$ cat src/rtl/can_fault_controller.sv
// can_fault_controller: sequences the CAN error frame (flag, wait for recessive,
// delimiter) and maintains the TEC/REC fault-confinement counters and node state.
// All progress is paced by the bit sample-point strobe SP.
module can_fault_controller (
  input  logic       clock,
  input  logic       reset,
  input  logic       SP,
  input  logic       RX,
  input  logic       ERROR,
  input  logic       TX_MODE,
  input  logic       FRAME_OK,
  output logic       TX_ERR,
  output logic       ERR_FRAME,
  output logic       DEC_RESET,
  output logic [8:0] TEC,
  output logic [7:0] REC,
  output logic [1:0] ERR_STATE
);

  typedef enum logic [2:0] {
    IDLE,
    FLAG,
    WAIT_REC,
    DELIM,
    BUS_OFF
  } state_t;

  state_t     state, state_next;
  logic [2:0] flag_cnt, flag_cnt_next;
  logic [3:0] delim_cnt, delim_cnt_next;
  logic [2:0] dom_cnt, dom_cnt_next;
  logic       first_strobe, first_strobe_next;
  logic [3:0] run_cnt, run_cnt_next;
  logic [6:0] recov_cnt, recov_cnt_next;
  logic       tx_err_next, err_frame_next, dec_reset_next;
  logic [8:0] tec_sum;
  logic [8:0] rec_sum;
  logic [8:0] tec_next;
  logic [7:0] rec_next;
  logic       start_flag;
  logic       passive;

  // Node state is derived straight from the registered counters; TEC >= 256 is bus-off.
  assign passive   = TEC[8] | TEC[7] | REC[7];
  assign ERR_STATE = TEC[8] ? 2'b10 : {1'b0, passive};

  // Next-state, counter arithmetic and next output values; nothing moves without SP.
  always_comb begin
    state_next        = state;
    flag_cnt_next     = flag_cnt;
    delim_cnt_next    = delim_cnt;
    dom_cnt_next      = dom_cnt;
    first_strobe_next = first_strobe;
    run_cnt_next      = run_cnt;
    recov_cnt_next    = recov_cnt;
    tx_err_next       = TX_ERR;
    err_frame_next    = ERR_FRAME;
    dec_reset_next    = 1'b0;
    tec_sum           = TEC;
    rec_sum           = {1'b0, REC};
    start_flag        = 1'b0;

    if (SP) begin
      unique case (state)
        IDLE: begin
          if (ERROR) begin
            start_flag = 1'b1;
          end else if (FRAME_OK) begin
            if (TX_MODE) begin
              if (TEC != 9'd0) tec_sum = TEC - 9'd1;
            end else if (REC > 8'd127) begin
              rec_sum = 9'd119;
            end else if (REC != 8'd0) begin
              rec_sum = {1'b0, REC} - 9'd1;
            end
          end
        end
        FLAG: begin
          if (flag_cnt == 3'd5) begin
            state_next        = WAIT_REC;
            tx_err_next       = 1'b1;
            first_strobe_next = 1'b1;
            dom_cnt_next      = 3'd0;
          end else begin
            flag_cnt_next = flag_cnt + 3'd1;
          end
        end
        WAIT_REC: begin
          first_strobe_next = 1'b0;
          if (RX) begin
            state_next     = DELIM;
            delim_cnt_next = 4'd1;
            dom_cnt_next   = 3'd0;
          end else begin
            if (first_strobe && !TX_MODE) rec_sum = rec_sum + 9'd8;
            if (dom_cnt == 3'd7) begin
              dom_cnt_next = 3'd0;
              if (TX_MODE) tec_sum = tec_sum + 9'd8;
              else         rec_sum = rec_sum + 9'd8;
            end else begin
              dom_cnt_next = dom_cnt + 3'd1;
            end
          end
        end
        DELIM: begin
          if (RX) begin
            if (delim_cnt == 4'd7) begin
              state_next     = IDLE;
              err_frame_next = 1'b0;
              dec_reset_next = 1'b1;
              delim_cnt_next = 4'd0;
            end else begin
              delim_cnt_next = delim_cnt + 4'd1;
            end
          end else begin
            start_flag = 1'b1;
          end
        end
        BUS_OFF: begin
          if (RX) begin
            if (run_cnt == 4'd10) begin
              run_cnt_next = 4'd0;
              if (recov_cnt == 7'd127) begin
                recov_cnt_next = 7'd0;
                state_next     = IDLE;
                tec_sum        = 9'd0;
                rec_sum        = 9'd0;
                dec_reset_next = 1'b1;
              end else begin
                recov_cnt_next = recov_cnt + 7'd1;
              end
            end else begin
              run_cnt_next = run_cnt + 4'd1;
            end
          end else begin
            run_cnt_next = 4'd0;
          end
        end
        default: state_next = IDLE;
      endcase

      // A new error frame: flag polarity is fixed by the node state before this error counts.
      if (start_flag) begin
        state_next     = FLAG;
        flag_cnt_next  = 3'd0;
        err_frame_next = 1'b1;
        tx_err_next    = passive;
        if (TX_MODE) tec_sum = tec_sum + 9'd8;
        else         rec_sum = rec_sum + 9'd1;
      end

      // Reaching TEC 256 anywhere outside bus-off abandons whatever frame is running.
      if (state != BUS_OFF && tec_sum[8]) begin
        state_next     = BUS_OFF;
        tx_err_next    = 1'b1;
        err_frame_next = 1'b0;
        dec_reset_next = 1'b0;
        run_cnt_next   = 4'd0;
        recov_cnt_next = 7'd0;
      end
    end

    tec_next = tec_sum;
    rec_next = rec_sum[8] ? 8'hFF : rec_sum[7:0];
  end

  // State, counters and all outputs are registered together.
  always_ff @(posedge clock or negedge reset) begin
    if (!reset) begin
      state        <= IDLE;
      flag_cnt     <= 3'd0;
      delim_cnt    <= 4'd0;
      dom_cnt      <= 3'd0;
      first_strobe <= 1'b0;
      run_cnt      <= 4'd0;
      recov_cnt    <= 7'd0;
      TX_ERR       <= 1'b1;
      ERR_FRAME    <= 1'b0;
      DEC_RESET    <= 1'b0;
      TEC          <= 9'd0;
      REC          <= 8'd0;
    end else begin
      state        <= state_next;
      flag_cnt     <= flag_cnt_next;
      delim_cnt    <= delim_cnt_next;
      dom_cnt      <= dom_cnt_next;
      first_strobe <= first_strobe_next;
      run_cnt      <= run_cnt_next;
      recov_cnt    <= recov_cnt_next;
      TX_ERR       <= tx_err_next;
      ERR_FRAME    <= err_frame_next;
      DEC_RESET    <= dec_reset_next;
      TEC          <= tec_next;
      REC          <= rec_next;
    end
  end

endmodule

$ cat config.mk
export PLATFORM = sky130hd
export DESIGN_NAME = can_fault_controller
export DESIGN_NICKNAME = d
export VERILOG_FILES = /design/src/rtl/can_fault_controller.sv
export SDC_FILE = /design/constraint.sdc
export NUM_CORES = 1
export LEC_CHECK = 0
export CORE_ASPECT_RATIO = 0.5
export CORE_UTILIZATION = 50
export DETAILED_ROUTE_END_ITERATION = 8
export GPL_ROUTABILITY_DRIVEN = 0
export PLACE_DENSITY = 0.81
export REMOVE_ABC_BUFFERS = 1
export SLEW_MARGIN = 20
export SYNTH_ARGS = -nofsm -noshare
export SYNTH_HDL_FRONTEND = slang
export SYNTH_SLANG_ARGS = --single-unit
export TNS_END_PERCENT = 20
$ cat constraint.sdc
create_clock -name clock -period 3.45 [get_ports clock]
set_clock_uncertainty 0.2 [all_clocks]
set_input_delay 0.345 -clock clock [delete_from_list [all_inputs] [get_ports clock]]
set_output_delay 0.345 -clock clock [all_outputs]
set_load 0.005 [all_outputs]
# After elaboration in Yosys (flattened, before gate mapping)
# Cells that the tools add are included.
# totals
regBits	45
# op_classes
add_sub_neg	12
n_lt_le_gt_ge	1
eq_ne	22
n_mux	89
bitwise_logic	2
reduce_logical	26
# op_table
operator	count
2-to-1 mux 9 bit	30
one-hot mux 9 bit (3 select lines)	2
2-to-1 mux 3 bit	15
2-to-1 mux 7 bit	5
2-to-1 mux 8 bit	4
2-to-1 mux 4 bit	7
inequality test 4 bit, second input constant	7
adder 9 x 4 -> 9 bit, second input constant	3
2-to-1 mux 1 bit	19
one-hot mux 3 bit (5 select lines)	1
nonzero test 3 bit	5
nonzero test 2 bit	7
AND reduction 4 bit	3
adder 8 x 4 -> 9 bit, second input constant	1
adder 9 x 1 -> 9 bit, second input constant	1
== test 3 bit, second input constant	3
AND reduction 3 bit	3
AND reduction 9 bit	1
nonzero test 9 bit	1
subtractor 8 x 1 -> 9 bit, second input constant	1
subtractor 9 x 1 -> 9 bit, second input constant	1
adder 4 x 1 -> 4 bit, second input constant	2
greater-than comparator 8 x 7 -> 1 bit, second input constant	1
one-hot mux 4 bit (2 select lines)	1
19 further kinds	28

# Longest topological paths before layout
# logic_depth
depth_word	17
ltp_mapped	14
ltp_nobuf	13

# Worst setup path before layout
# OpenSTA, ideal clock, no wires.
# synth_path
path_kind	flip-flop to flip-flop
from	register REC[3]
to	register REC[3]
arrival_ns	3.266
t_required_ns	3.171
slack_ns	-0.096
path_stages_with_launch	15
path_buffers	1
path_cell_list	dfrtp_1 > buf_1 > inv_1 > ha_1 > and3b_1 > a21o_1 > ha_1 > inv_1 > o21ai_0 > a31oi_1 > a22o_1 > or2_2 > nor3_1 > a31o_2 > a2bb2oi_1
# synth_between
elab_chain_len	16
elab_cells_between_ends	28
cone_classes	4 x add/sub; 1 x order compare; 21 x mux; 2 x reduce/logical
# synth_rtl
item	line	text
start: declaration	16	output logic [7:0] REC,
start signal: assignment	194	REC <= rec_next;
adder 8 x 4 -> 9 bit	95	if (first_strobe && !TX_MODE) rec_sum = rec_sum + 9'd8;
2-to-1 mux 9 bit	95	
2-to-1 mux 9 bit	90	if (RX) begin
2-to-1 mux 9 bit	64	unique case (state)
2-to-1 mux 9 bit	63	if (SP) begin
adder 9 x 4 -> 9 bit	99	else rec_sum = rec_sum + 9'd8;
2-to-1 mux 9 bit	98	if (TX_MODE) tec_sum = tec_sum + 9'd8;
2-to-1 mux 9 bit	96	if (dom_cnt == 3'd7) begin
2-to-1 mux 9 bit	90	
one-hot mux 9 bit (3 select lines) *	64	
2-to-1 mux 9 bit *	63	
adder 9 x 1 -> 9 bit	149	else rec_sum = rec_sum + 9'd1;
2-to-1 mux 9 bit	148	if (TX_MODE) tec_sum = tec_sum + 9'd8;
2-to-1 mux 9 bit *	143	if (start_flag) begin
2-to-1 mux 9 bit *	63	
2-to-1 mux 8 bit / nonzero test 2 bit (equally long branches)	--	
# Mark *: on every way between the ends. The rest lies on a longest branch, timed or not. The select of a mux whose other input is x is not followed.
# A chain may end at the register's enable or synchronous reset.

# Final worst setup path
# layout_path
from	register TEC[1]
to	register state[2]
# layout_between
elab_chain_len	14
elab_cells_between_ends	30
cone_classes	3 x add/sub; 8 x eq/ne; 16 x mux; 3 x reduce/logical
# layout_rtl
item	line	text
start: declaration	15	output logic [8:0] TEC,
start signal: assignment	193	TEC <= tec_next;
subtractor 9 x 1 -> 9 bit / nonzero test 9 bit (equally long branches)	70	if (TEC != 9'd0) tec_sum = TEC - 9'd1;
2-to-1 mux 9 bit	70	
2-to-1 mux 9 bit	69	if (TX_MODE) begin
2-to-1 mux 9 bit	68	end else if (FRAME_OK) begin
2-to-1 mux 9 bit	66	if (ERROR) begin
one-hot mux 9 bit (3 select lines) *	64	
2-to-1 mux 9 bit *	63	
adder 9 x 4 -> 9 bit	148	
2-to-1 mux 9 bit	148	
2-to-1 mux 9 bit *	143	
2-to-1 mux 9 bit *	63	
logical AND 1 bit *	153	if (state != BUS_OFF && tec_sum[8]) begin
inequality test 4 bit (no line) / inequality test 3 bit (equally long branches)	--	
AND reduction 9 bit (no line)	--	
end signal: assignment	183	state <= state_next;
end: declaration	28	state_t state, state_next;
# Marks and branches as above.

==> flow_summary.html <==
<table>
<tr><th>Metric</th><th>Value</th></tr>
<tr><th colspan="2">Status</th></tr>
<tr><td>Run status</td><td>finished, final reports clean</td></tr>
<tr><th colspan="2">GRT</th></tr>
<tr><td>Number of global-route vias before repair</td><td>3,865</td></tr>
<tr><td>Largest net degree at the start of global routing</td><td>between 40 and 50</td></tr>
<tr><td>Overall global routing resource usage</td><td>29.6%</td></tr>
<tr><td>Initial antenna violation count</td><td>0</td></tr>
<tr><td>Total gr overflow</td><td>0</td></tr>
<tr><td>Wire length of the first global-routing pass</td><td>19,300 µm</td></tr>
<tr><th colspan="2">Logic synthesis</th></tr>
<tr><td>Number of warnings printed during yosys synthesis</td><td>0</td></tr>
<tr><td>Netlist Area Pre-Place</td><td>between 0.003 and 0.004 mm²</td></tr>
<tr><td>Fraction of synthesis flops using an asynchronous set or reset pin</td><td>100%</td></tr>
<tr><td>Synth Area per Inst</td><td>approximately 7.9 µm²</td></tr>
<tr><td>Synth Register Bits</td><td>between 40 and 50</td></tr>
<tr><td>Top-area cell type share of the netlist area</td><td>between 20% and 30%</td></tr>
<tr><td>Portion of the post-synthesis area used by sequential elements</td><td>roughly 28%</td></tr>
<tr><td>Count of flip-flops with a built-in enable after synthesis</td><td>0</td></tr>
<tr><td>Number of instances in the synthesized netlist</td><td>506</td></tr>
<tr><td>Flip-flop cell with the highest count after synthesis</td><td>dfrtp_1</td></tr>
<tr><td>Synth area leader</td><td>dfrtp_1</td></tr>
<tr><td>Most area-consuming cells after synthesis</td><td>dfrtp_1, ha_1, o21ai_0, nand2_1, nor2_1</td></tr>
<tr><td>Cell variety after synth</td><td>75</td></tr>
<tr><th colspan="2">Drt</th></tr>
<tr><td>Drt initial violations</td><td>between 400 and 500</td></tr>
<tr><td>Total Wirelength</td><td>between 10,000 and 15,000 µm</td></tr>
<tr><td>Total iterations of the first detailed-routing run</td><td>5</td></tr>
<tr><td>DRC violations left</td><td>0</td></tr>
<tr><td>Post-detailed-route via-to-cell ratio</td><td>between 6 and 7</td></tr>
<tr><td>Routed vias</td><td>between 4,000 and 5,000</td></tr>
<tr><td>Remaining number of nets flagged by the antenna check after routing</td><td>0</td></tr>
<tr><td>Wire per inst</td><td>17.9 µm</td></tr>
<tr><th colspan="2">Finish</th></tr>
<tr><td>Area Growth Syn to Fin</td><td>23.9%</td></tr>
<tr><td>Proportion of layout cells with a drive suffix above 1</td><td>between 20% and 30%</td></tr>
<tr><td>Count of inserted antenna diode cells</td><td>0</td></tr>
<tr><td># fillers</td><td>slightly above 600</td></tr>
<tr><td>Final-stage net count</td><td>just under 600</td></tr>
<tr><th colspan="2">STA</th></tr>
<tr><td>Total negative slack</td><td>0 ps</td></tr>
<tr><td>Final Critical Period</td><td>roughly 3400 ps</td></tr>
<tr><td>Max-slew violation count</td><td>0</td></tr>
<tr><td>Hold Fails Final Rpt</td><td>0</td></tr>
<tr><td>Measured slew at the worst slew-check pin</td><td>~840 ps</td></tr>
<tr><td>Tcrit/Tclk final</td><td>between 90% and 100%</td></tr>
<tr><td>Unrepaired setup endpoints after global routing</td><td>yes</td></tr>
<tr><td>Endpoints failing setup</td><td>0</td></tr>
<tr><td>Highest Clock Rate</td><td>between 200 and 300 MHz</td></tr>
<tr><td>Worst path setup slack after routing</td><td>about 55 ps</td></tr>
<tr><td>Hold slack</td><td>298 ps</td></tr>
<tr><td>Worst max-slew margin expressed relative to the limit</td><td>about 44%</td></tr>
<tr><th colspan="2">Power</th></tr>
<tr><td>Flop pwr share</td><td>22.6%</td></tr>
<tr><td>Combinational share of power</td><td>about three fifths</td></tr>
<tr><td>Net load switching power</td><td>1.54 mW</td></tr>
<tr><td>Static Leak</td><td>2.02 nW</td></tr>
<tr><td>Switching share of total power</td><td>a little over two fifths</td></tr>
<tr><td>Portion of total power attributed to the clock network</td><td>between 10% and 20%</td></tr>
<tr><td>Internal Dissipation</td><td>just over 2 mW</td></tr>
<tr><td>Total power per unit cell area</td><td>slightly above 700 mW/mm²</td></tr>
<tr><td>Worst ir drop on vdd</td><td>between 0.0002 and 0.0003 V</td></tr>
<tr><th colspan="2">Setup path</th></tr>
<tr><td>FF-to-FF setup slack</td><td>~55 ps</td></tr>
<tr><td>Number of cells on the worst reg-to-reg path</td><td>11</td></tr>
<tr><td>Endpoint class of the critical path</td><td>register</td></tr>
<tr><td>Reg-to-reg critical path startpoint</td><td>TEC[1]</td></tr>
<tr><td>Peak fanout along the critical path</td><td>3</td></tr>
<tr><td>Path type of the worst setup path</td><td>reg2reg</td></tr>
<tr><td>Crit start category</td><td>register</td></tr>
<tr><td>Reg2reg end</td><td>state[2]</td></tr>
<tr><td>Data arrival at the endpoint of the critical path</td><td>approximately 3400 ps</td></tr>
<tr><td>Critical path data required time</td><td>between 3000 and 4000 ps</td></tr>
<tr><th colspan="2">Hold path</th></tr>
<tr><td>Hold Crit Class</td><td>reg2reg</td></tr>
<tr><td>Start point of the worst hold path</td><td>dom_cnt[1]</td></tr>
<tr><td>Hold path endpoint</td><td>dom_cnt[1]</td></tr>
<tr><td>Instance count along the most critical hold path</td><td>2</td></tr>
<tr><th colspan="2">Clocking</th></tr>
<tr><td>CTS clock-pin slew for the worst setup and hold paths</td><td>~70 ps</td></tr>
<tr><td># H-tree levels</td><td>2</td></tr>
<tr><td>Insertion delay to the later sink of the worst-skew pair</td><td>approximately 300 ps</td></tr>
<tr><td>TritonCTS Buffers</td><td>5</td></tr>
<tr><td>Total number of clock tree sinks</td><td>45</td></tr>
<tr><td>Root buffer selected by CTS</td><td>clkbuf_16</td></tr>
<tr><td>Largest buffer count on any clock path</td><td>2</td></tr>
<tr><td>CTS tree</td><td>built</td></tr>
<tr><th colspan="2">Die</th></tr>
<tr><td>Standard-cell rows</td><td>22</td></tr>
<tr><td>Effective utilization at floorplan</td><td>53.0%</td></tr>
<tr><td>Placeable Area</td><td>between 0.007 and 0.008 mm²</td></tr>
<tr><td>X dimension of the die</td><td>128 µm</td></tr>
<tr><td>Die ar.</td><td>approximately 0.0084 mm²</td></tr>
<tr><td>Top Ports</td><td>29</td></tr>
<tr><td>Die H</td><td>65.1 µm</td></tr>
<tr><th colspan="2">Placed design</th></tr>
<tr><td>Hpwl dp</td><td>8360 µm</td></tr>
<tr><td>Dpl ws</td><td>-171 ps</td></tr>
<tr><td>I/O Buffers</td><td>28</td></tr>
<tr><th colspan="2">Flow run</th></tr>
<tr><td>Max-Cap Viols</td><td>0</td></tr>
</table>
sequential cells by signal, indices dropped and copies added, names as in the netlist:
register      cells
state             3
DEC_RESET         1
REC               8
TEC               9
TX_ERR            1
recov_cnt         7
first_strobe      1
delim_cnt         4
ERR_FRAME         1
dom_cnt           3
flag_cnt          3
run_cnt           4
power by group through the flow:
stage / clock, mW / sequential (mW) / combinational (mW)
after floorplan: 0 / 0.921 / 1.05
after global placement: 0 / 0.796 / 1.98
after detailed placement: 0 / 0.806 / 2.02
after CTS: 0.589 / 0.800 / 2.08
after global routing: 0.610 / 0.824 / 2.36
final: 0.587 / 0.807 / 2.18
layout make-up:
type                    instances  area, µm²  area share (%)
clock buffers                   5        125            2.53
clock inverters                 3       47.5           0.963
inverters                      25       93.8            1.90
multi-input cells             405       2720            55.1
flip-flops and latches         45       1130            22.8
well taps                     108        135            2.74
repair buffers                 82        689            14.0
synthesized netlist by cell type (3+ instances only):
library cell  count
mux2_2            5
buf_4             4
or3b_2            3
inv_1            25
xnor2_1           7
nor2b_1           7
nand2_1          48
nand2b_1          5
a31o_2            7
a211oi_1          7
nand3_1          18
or3_1             6
o211ai_1          3
a2111oi_0         3
xor2_1            8
a22o_1            4
or2_2             6
o21ai_0          41
nand4_1           7
nor4_1            7
nor2_1           44
buf_6             5
o31ai_1           5
nor3_1           21
ha_1             19
a2bb2oi_1         6
nand3b_1          5
a21oi_1          32
a21o_1            5
and3b_1           3
mux2i_1           4
dfrtp_1          44
a31oi_1          10
o41ai_1           3
clkbuf_1         20
and3_1            9
per-layer routing:
metal,vias to the layer above,GRT usage (%),routed length [µm]
li1,1996,-,-
met1,2032,40.8,5400
met2,212,46.1,5350
met3,33,6.60,1040
met4,0,9.85,278
met5,-,0,0
placed cells by master (no fill, tap or decap), drive strengths merged, types with 6 or more instances in the layout:
master / n
ha: 19
or2: 6
nor4: 7
nor3: 21
or3: 8
a21oi: 32
a21o: 7
inv: 27
nand2: 48
nand3: 18
a31o: 7
and3: 9
xnor2: 7
nand4: 7
o21ai: 41
a211oi: 7
nor2b: 7
a2bb2oi: 6
dfrtp: 44
xor2: 8
clkdlybuf4s50: 27
a31oi: 10
buf: 54
nor2: 44
worst max-delay path, cell delays in order (launching register included):
cell	delay (ps)
dfrtp_1	390
inv_2	80
ha_4	140
or3b_4	390
or3_4	340
or4_4	530
o2111ai_4	210
nand4_1	160
or3_4	360
buf_4	150
a31oi_1	190
o21ai_0	120
cell families (layout without fill, tap and decap cells):
kind of cell               after synthesis  count (layout)  share of synthesized area, %
DFF                                     45              45                          28.3
and+or+nand+nor                        210             210                          27.8
buffers and inverters                   56             115                          6.63
AOI/OAI and AO/OA                      152             152                          25.6
muxes                                    9               9                          2.42
xor gates and xnor gates                15              15                          3.30
adders and majority gates               19              19                          5.97
worst max-delay path by stage:
stage / end / startpoint / slack, ps / cells after the start
global placement: REC[6] / TX_MODE / -20 / 11
finish: state[2] / TEC[1] / 50 / 11
detailed placement: REC[0] / TX_MODE / -170 / 11
global route: REC[6] / run_cnt[0] / -9 / 13
floorplan: REC[3] / REC[3] / 50 / 13
CTS: recov_cnt[0] / TEC[1] / 2 / 11
timing repair:
item,CTS,global route
hold buffers,0,1
setup endpoints to repair,16,25
resized for setup,13,16
hold endpoints to repair,0,44
setup buffers,2,0
pin swaps,4,8
metrics by stage:
stage	cells	power (mW)	util, %	instance area, µm²
4_1_cts	672	3.46	64.6	4850
6_report	673	3.57	65.7	4940
3_3_place_gp	662	2.77	61.3	4610
5_1_grt	673	3.80	65.7	4940
2_1_floorplan	475	1.97	-	3810
3_5_place_dp	662	2.83	61.3	4610
(Power assumes the default switching activity.)
